--- config.mk ---
export PLATFORM = sky130hd
export DESIGN_NAME = ps2_scan_receiver_flat
export DESIGN_NICKNAME = d
export VERILOG_FILES = /design/src/rtl/ps2_scan_receiver_if.sv /design/src/rtl/ps2_scan_receiver.sv /design/src/flat_wrapper.sv
export SDC_FILE = /design/constraint.sdc
export NUM_CORES = 1
export LEC_CHECK = 0
export CAP_MARGIN = 20
export CELL_PAD_IN_SITES_DETAIL_PLACEMENT = 1
export CELL_PAD_IN_SITES_GLOBAL_PLACEMENT = 1
export CORE_AREA = 2 2 137 139
export DETAILED_ROUTE_END_ITERATION = 16
export DIE_AREA = 0 0 139 141
export HOLD_SLACK_MARGIN = 0.02
export PLACE_DENSITY_LB_ADDON = 0.1
export RECOVER_POWER = 50
export SYNTH_ARGS = -nofsm -noshare
export SYNTH_HDL_FRONTEND = slang
export SYNTH_SLANG_ARGS = --single-unit
--- constraint.sdc ---
create_clock -name clk -period 2.8 [get_ports clk]
set_clock_uncertainty 0.2 [all_clocks]
set_input_delay 0.56 -clock clk [delete_from_list [all_inputs] [get_ports clk]]
set_output_delay 0.56 -clock clk [all_outputs]
set_load 0.02 [all_outputs]
--- src/rtl/ps2_scan_receiver_if.sv ---
// Key-event stream from the PS/2 receiver to its consumer.
// The master drives the head event; the slave accepts it with ev_ready.
interface ps2_scan_receiver_if;
  logic       ev_valid;
  logic       ev_ready;
  logic [7:0] ev_code;
  logic       ev_break;
  logic       ev_extended;

  modport master (
    output ev_valid,
    output ev_code,
    output ev_break,
    output ev_extended,
    input  ev_ready
  );

  modport slave (
    input  ev_valid,
    input  ev_code,
    input  ev_break,
    input  ev_extended,
    output ev_ready
  );
endinterface

--- src/rtl/ps2_scan_receiver.sv ---
// PS/2 keyboard receiver: pin sync + clock filter, 11-bit frame checker,
// E0/F0 prefix folding and a first-word-fall-through event FIFO.
module ps2_scan_receiver #(
  parameter int FILTER_LEN     = 4,
  parameter int TIMEOUT_CYCLES = 50000,
  parameter int FIFO_DEPTH     = 8,
  parameter int CHECK_PARITY   = 1
) (
  input  logic                          clk,
  input  logic                          rst,
  input  logic                          ps2_clk,
  input  logic                          ps2_data,
  ps2_scan_receiver_if.master           ev,
  output logic [$clog2(FIFO_DEPTH):0]   fifo_count,
  output logic                          overflow,
  output logic                          frame_err
);

  localparam int FW = $clog2(FILTER_LEN + 1);
  localparam int TW = $clog2(TIMEOUT_CYCLES + 1);
  localparam int AW = $clog2(FIFO_DEPTH);
  localparam int CW = AW + 1;
  localparam logic [FW-1:0] FILT_LAST = FW'(FILTER_LEN - 1);
  localparam logic [TW-1:0] TMO_LAST  = TW'(TIMEOUT_CYCLES - 1);
  localparam logic [CW-1:0] FULL_CNT  = CW'(FIFO_DEPTH);

  // Two-stage synchronisers, idle-high like the bus itself.
  logic [1:0] pin_raw;
  logic [1:0] sync_bus;
  assign pin_raw = {ps2_data, ps2_clk};

  for (genvar gi = 0; gi < 2; gi++) begin : g_sync
    logic meta_reg;
    logic sync_reg;
    always_ff @(posedge clk) begin
      if (rst) begin
        meta_reg <= 1'b1;
        sync_reg <= 1'b1;
      end else begin
        meta_reg <= pin_raw[gi];
        sync_reg <= meta_reg;
      end
    end
    assign sync_bus[gi] = sync_reg;
  end

  logic sync_clk;
  logic sync_data;
  assign sync_clk  = sync_bus[0];
  assign sync_data = sync_bus[1];

  logic          filt_clk_reg;
  logic [FW-1:0] filt_cnt_reg;
  logic          filt_differ;
  logic          filt_toggle;
  logic          bit_edge;

  assign filt_differ = (sync_clk != filt_clk_reg);
  assign filt_toggle = filt_differ && (filt_cnt_reg == FILT_LAST);
  assign bit_edge    = filt_toggle && filt_clk_reg;

  always_ff @(posedge clk) begin
    if (rst) begin
      filt_clk_reg <= 1'b1;
      filt_cnt_reg <= '0;
    end else begin
      if (!filt_differ || filt_toggle) filt_cnt_reg <= '0;
      else                             filt_cnt_reg <= filt_cnt_reg + FW'(1);
      if (filt_toggle) filt_clk_reg <= ~filt_clk_reg;
    end
  end

  typedef enum logic {IDLE, SHIFT} state_t;

  state_t        state_reg, state_next;
  logic [3:0]    idx_reg, idx_next;
  logic [7:0]    shift_reg, shift_next;
  logic          parity_reg, parity_next;
  logic [TW-1:0] tmo_reg, tmo_next;
  logic          byte_vld_reg, byte_vld_next;
  logic          frame_err_reg, frame_err_next;

  always_ff @(posedge clk) begin
    if (rst) begin
      state_reg     <= IDLE;
      idx_reg       <= '0;
      shift_reg     <= '0;
      parity_reg    <= 1'b0;
      tmo_reg       <= '0;
      byte_vld_reg  <= 1'b0;
      frame_err_reg <= 1'b0;
    end else begin
      state_reg     <= state_next;
      idx_reg       <= idx_next;
      shift_reg     <= shift_next;
      parity_reg    <= parity_next;
      tmo_reg       <= tmo_next;
      byte_vld_reg  <= byte_vld_next;
      frame_err_reg <= frame_err_next;
    end
  end

  always_comb begin
    state_next     = state_reg;
    idx_next       = idx_reg;
    shift_next     = shift_reg;
    parity_next    = parity_reg;
    tmo_next       = tmo_reg;
    byte_vld_next  = 1'b0;
    frame_err_next = 1'b0;
    case (state_reg)
      IDLE: begin
        tmo_next = '0;
        if (bit_edge) begin
          if (!sync_data) begin
            state_next = SHIFT;
            idx_next   = 4'd1;
          end else begin
            frame_err_next = 1'b1;
          end
        end
      end
      SHIFT: begin
        if (bit_edge) begin
          tmo_next = '0;
          idx_next = idx_reg + 4'd1;
          if (idx_reg <= 4'd8) begin
            shift_next = {sync_data, shift_reg[7:1]};
          end else if (idx_reg == 4'd9) begin
            parity_next = sync_data;
          end else begin
            state_next = IDLE;
            idx_next   = '0;
            // Odd parity: data plus parity bit must hold an odd number of ones.
            if (sync_data && ((CHECK_PARITY == 0) || (^{shift_reg, parity_reg})))
              byte_vld_next = 1'b1;
            else
              frame_err_next = 1'b1;
          end
        end else if (tmo_reg == TMO_LAST) begin
          state_next     = IDLE;
          idx_next       = '0;
          tmo_next       = '0;
          frame_err_next = 1'b1;
        end else begin
          tmo_next = tmo_reg + TW'(1);
        end
      end
      default: state_next = IDLE;
    endcase
  end

  logic       ext_reg;
  logic       brk_reg;
  logic       push;
  logic [9:0] push_data;

  assign push      = byte_vld_reg && (shift_reg != 8'hE0) && (shift_reg != 8'hF0);
  assign push_data = {brk_reg, ext_reg, shift_reg};

  always_ff @(posedge clk) begin
    if (rst || frame_err_reg) begin
      ext_reg <= 1'b0;
      brk_reg <= 1'b0;
    end else if (byte_vld_reg) begin
      if (shift_reg == 8'hE0) begin
        ext_reg <= 1'b1;
      end else if (shift_reg == 8'hF0) begin
        brk_reg <= 1'b1;
      end else begin
        ext_reg <= 1'b0;
        brk_reg <= 1'b0;
      end
    end
  end

  logic [9:0]    mem [FIFO_DEPTH];
  logic [AW-1:0] wr_ptr_reg, rd_ptr_reg, rd_ptr_next;
  logic [CW-1:0] count_reg, count_next;
  logic [9:0]    head_reg;
  logic          overflow_reg;
  logic          full;
  logic          pop;
  logic          wr_en;

  assign full        = (count_reg == FULL_CNT);
  assign pop         = ev.ev_valid && ev.ev_ready;
  assign wr_en       = push && (!full || pop);
  assign rd_ptr_next = pop ? rd_ptr_reg + AW'(1) : rd_ptr_reg;

  always_comb begin
    count_next = count_reg;
    if (wr_en && !pop)      count_next = count_reg + CW'(1);
    else if (!wr_en && pop) count_next = count_reg - CW'(1);
  end

  always_ff @(posedge clk) begin
    if (wr_en) mem[wr_ptr_reg] <= push_data;
  end

  // Head register reads the next read address; a write landing on that
  // slot in the same cycle is forwarded so the head is never stale.
  always_ff @(posedge clk) begin
    if (rst) begin
      wr_ptr_reg   <= '0;
      rd_ptr_reg   <= '0;
      count_reg    <= '0;
      head_reg     <= '0;
      overflow_reg <= 1'b0;
    end else begin
      if (wr_en) wr_ptr_reg <= wr_ptr_reg + AW'(1);
      rd_ptr_reg <= rd_ptr_next;
      count_reg  <= count_next;
      if (count_next == '0)
        head_reg <= '0;
      else if (wr_en && (wr_ptr_reg == rd_ptr_next))
        head_reg <= push_data;
      else
        head_reg <= mem[rd_ptr_next];
      if (push && full && !pop) overflow_reg <= 1'b1;
    end
  end

  assign ev.ev_valid    = (count_reg != '0);
  assign ev.ev_code     = head_reg[7:0];
  assign ev.ev_extended = head_reg[8];
  assign ev.ev_break    = head_reg[9];
  assign fifo_count     = count_reg;
  assign overflow       = overflow_reg;
  assign frame_err      = frame_err_reg;

endmodule
--- src/flat_wrapper.sv ---
// flat-port wrapper written by rule: the top's interface ports become plain ports
module ps2_scan_receiver_flat 
#(
  parameter int FILTER_LEN     = 4,
  parameter int TIMEOUT_CYCLES = 50000,
  parameter int FIFO_DEPTH     = 8,
  parameter int CHECK_PARITY   = 1
)
  (clk, rst, ps2_clk, ps2_data, fifo_count, overflow, frame_err, ev_ev_valid, ev_ev_code, ev_ev_break, ev_ev_extended, ev_ev_ready);
  ps2_scan_receiver_if ev_i ();
  input  logic clk;
  input  logic rst;
  input  logic ps2_clk;
  input  logic ps2_data;
  output logic [$clog2(FIFO_DEPTH):0] fifo_count;
  output logic overflow;
  output logic frame_err;
  output wire logic [$bits(ev_i.ev_valid)-1:0] ev_ev_valid;
  output wire logic [$bits(ev_i.ev_code)-1:0] ev_ev_code;
  output wire logic [$bits(ev_i.ev_break)-1:0] ev_ev_break;
  output wire logic [$bits(ev_i.ev_extended)-1:0] ev_ev_extended;
  input wire logic [$bits(ev_i.ev_ready)-1:0] ev_ev_ready;
  assign ev_ev_valid = ev_i.ev_valid;
  assign ev_ev_code = ev_i.ev_code;
  assign ev_ev_break = ev_i.ev_break;
  assign ev_ev_extended = ev_i.ev_extended;
  assign ev_i.ev_ready = ev_ev_ready;
  ps2_scan_receiver #(.FILTER_LEN(FILTER_LEN), .TIMEOUT_CYCLES(TIMEOUT_CYCLES), .FIFO_DEPTH(FIFO_DEPTH), .CHECK_PARITY(CHECK_PARITY)) u_core (.clk(clk), .rst(rst), .ps2_clk(ps2_clk), .ps2_data(ps2_data), .ev(ev_i), .fifo_count(fifo_count), .overflow(overflow), .frame_err(frame_err));
endmodule
==> impl_metrics.ini <==
[status]
status = finished clean

[grt]
grt_use_met3_pct = 3.94
grt_pass1_wl_um = 24800
grt_use_met2_pct = 27.8
track_usage_pct = 16.3
grt_pass1_vias = 4563
grt_max_degree = 41
met1_usage_pct = 20.7
grt-ovfl-total = 0
grt.busiest_layer = met2
antenna_found_initial = 0

[final_layout]
nets = 588
final_common_cell = edfxtp_1
mostFrequentLayoutCells = edfxtp_1 (80), nor2_1 (64), dfxtp_1 (63)
area_growth_syn_to_layout_pct = 21.5
drive_above_1_share_pct = 13.5
finish.instance_area_um2 = 7550
nFillCells = 1973
diodes = 0
multiInputGateArea_um2 = 2350
largest_reg_flops = 80
regArea_um2 = 3660

[power_and_ir_drop]
power.leakage_nw = 2.61
fin_total_pwr_mw = 6.76
ir_drop_mv = 0.407
power_density_nw_per_um2 = 896

[timing]
rsz0062_at_grt = no
clock.fmax_ghz = 0.384
fin_crit_sh_pct = 93.1
finalSetupViolCount = 0
hold_violations = 0
worst_pin_slew_ps = 1040
tns_ps = 0
fin_crit_ps = 2610
setup_slack_ps = 194
whs_ps = 212
maxSlewViolCount = 0
relSlewSlack_pct = 30.6

[setup_path]
required_ps = 2970
startpoint_type = flop
arrival_ps = 2770
setup.worst_path.class = flop to flop
path_max_fanout = 20
endpoint_kind = flop

[cts]
clkTransAtPathRegs_ps = 60
post-cts-setup-buffer-count = 0
cts.sinks = 143
cts_buffers = 17
cts_root_buf = clkbuf_16
cts_max_level = 4
clock_path_buffers = 2
cts.hold.buffers_added = 0
clk_latency_ps = 420
cts_tree = built

[place]
preCtsSetupSlack_ps = -118
portBuffers = 21
place_area_um2 = 7010
gp_congestion = 0.699
place_hpwl_um = 10400

[route]
wire_per_inst_um = 18.8
drt-total-wl_um = 15400
vias_per_cell = 5.32
ant_nets = 0
vias = 4363
first_pass_iters = 4
drt_iter0_markers = 265
drc = 0

[yosys]
synth.avg_cell_area_um2 = 11.9
ys_seq_area_share_pct = 58.9
yosys_most_used_dff = edfxtp_1
yosys_warnings = 0
synth-edff-count = 80
synth_seq_cells = 143
synthesis.nets = 539
postSynthCellCount = 524
async_flop_share_pct = 0
yosysUniqueCellTypes = 66
syn_area_um2 = 6210

[worst_hold_path]
worst_hold_path_type = flop to flop

[floorplanning]
die-area_um2 = 19600
core-area_um2 = 18300
die_x_um = 139
row_count = 50
pin_count = 22
die_h_um = 141
start_util_pct = 34.0

[flow_run]
cap_violations = 0
-- synth_stat cells (9+ instances only) --
| master | n | share of area (%) |
|---|---|---|
| nand2_1 | 14 | 0.85 |
| inv_1 | 13 | 0.79 |
| dfxtp_1 | 63 | 20 |
| o22ai_1 | 10 | 1.0 |
| o21a_1 | 10 | 1.2 |
| o221ai_1 | 47 | 6.6 |
| a2bb2o_1 | 9 | 1.4 |
| mux2i_1 | 11 | 1.8 |
| xor2_1 | 9 | 1.3 |
| xnor2_1 | 22 | 3.1 |
| clkbuf_1 | 26 | 1.6 |
| edfxtp_1 | 80 | 39 |
| nor2_1 | 64 | 3.9 |
| ha_1 | 10 | 2.0 |
| o21ai_0 | 17 | 1.4 |
| o211a_1 | 10 | 1.6 |
-- per-stage QoR --
step,instances,util [%]
finish,820,41.3
global placement,788,38.4
detailed placement,788,38.4
floorplan,524,-
CTS,820,41.7
global route,820,41.3
-- cell type report --
class                           instances  area share (%)
Clock inverter                         12            1.74
Inverter                               15           0.746
Tap cell                              234            3.88
Clock buffer                           20            6.20
Timing Repair Buffer                   66            7.82
Sequential cell                       143            48.5
Multi-Input combinational cell        330            31.1
-- worst paths after layout --
kind | endpoint | slack, ps | from | cells after the start
max reg2reg | u_core.head_reg[8] | 190 | u_core.fifo_count[0] | 10
min | u_core.g_sync[1].sync_reg | 210 | u_core.g_sync[1].meta_reg | 1
max | u_core.head_reg[8] | 190 | u_core.fifo_count[0] | 10
min reg2reg | u_core.g_sync[1].sync_reg | 210 | u_core.g_sync[1].meta_reg | 1
-- metal layers --
layer  wire [um]  up-vias  share of wire [%]
li1            -     2107                  -
met1        7310     2201                 47
met2        7640       42                 49
met3         348       13                2.3
met4         142        0               0.92
met5           0        -                  0
-- logic make-up (layout without fill, tap and decap cells) --
logic type	count (synthesis)	after routing	synth area share, %
flip-flops	143	143	58.9
AND/OR/NAND/NOR	139	139	11.2
AO/OA/AOI/OAI	138	138	18.2
buffers and inverters	51	113	3.26
XOR/XNOR	32	32	4.63
multiplexers	11	11	1.77
adder cells (fa/ha/maj)	10	10	2.01
-- critical path: stages (launching register included) --
cell and delay (ps):
dfxtp_1 310, inv_1 100, ha_2 250, nor3b_2 250, buf_4 180, nor3_1 50
a31oi_1 260, buf_12 200, nor2_1 80, o41ai_1 470, o211a_1 200
-- timing repair --
item                                    4_1_cts  5_1_grt
gates resized for setup                       1        1
endpoints found under the setup margin        1        1
pin swaps                                     0        0
-- power by group --
part	switching, mW	total (mW)	leakage (nW)	internal (mW)
Combinational	1.16	2.15	1.06	0.987
Clock	0.891	2.28	0.300	1.39
Sequential	0.0507	2.33	1.25	2.28
Total	2.10	6.76	2.61	4.66
(Power assumes the default switching activity.)
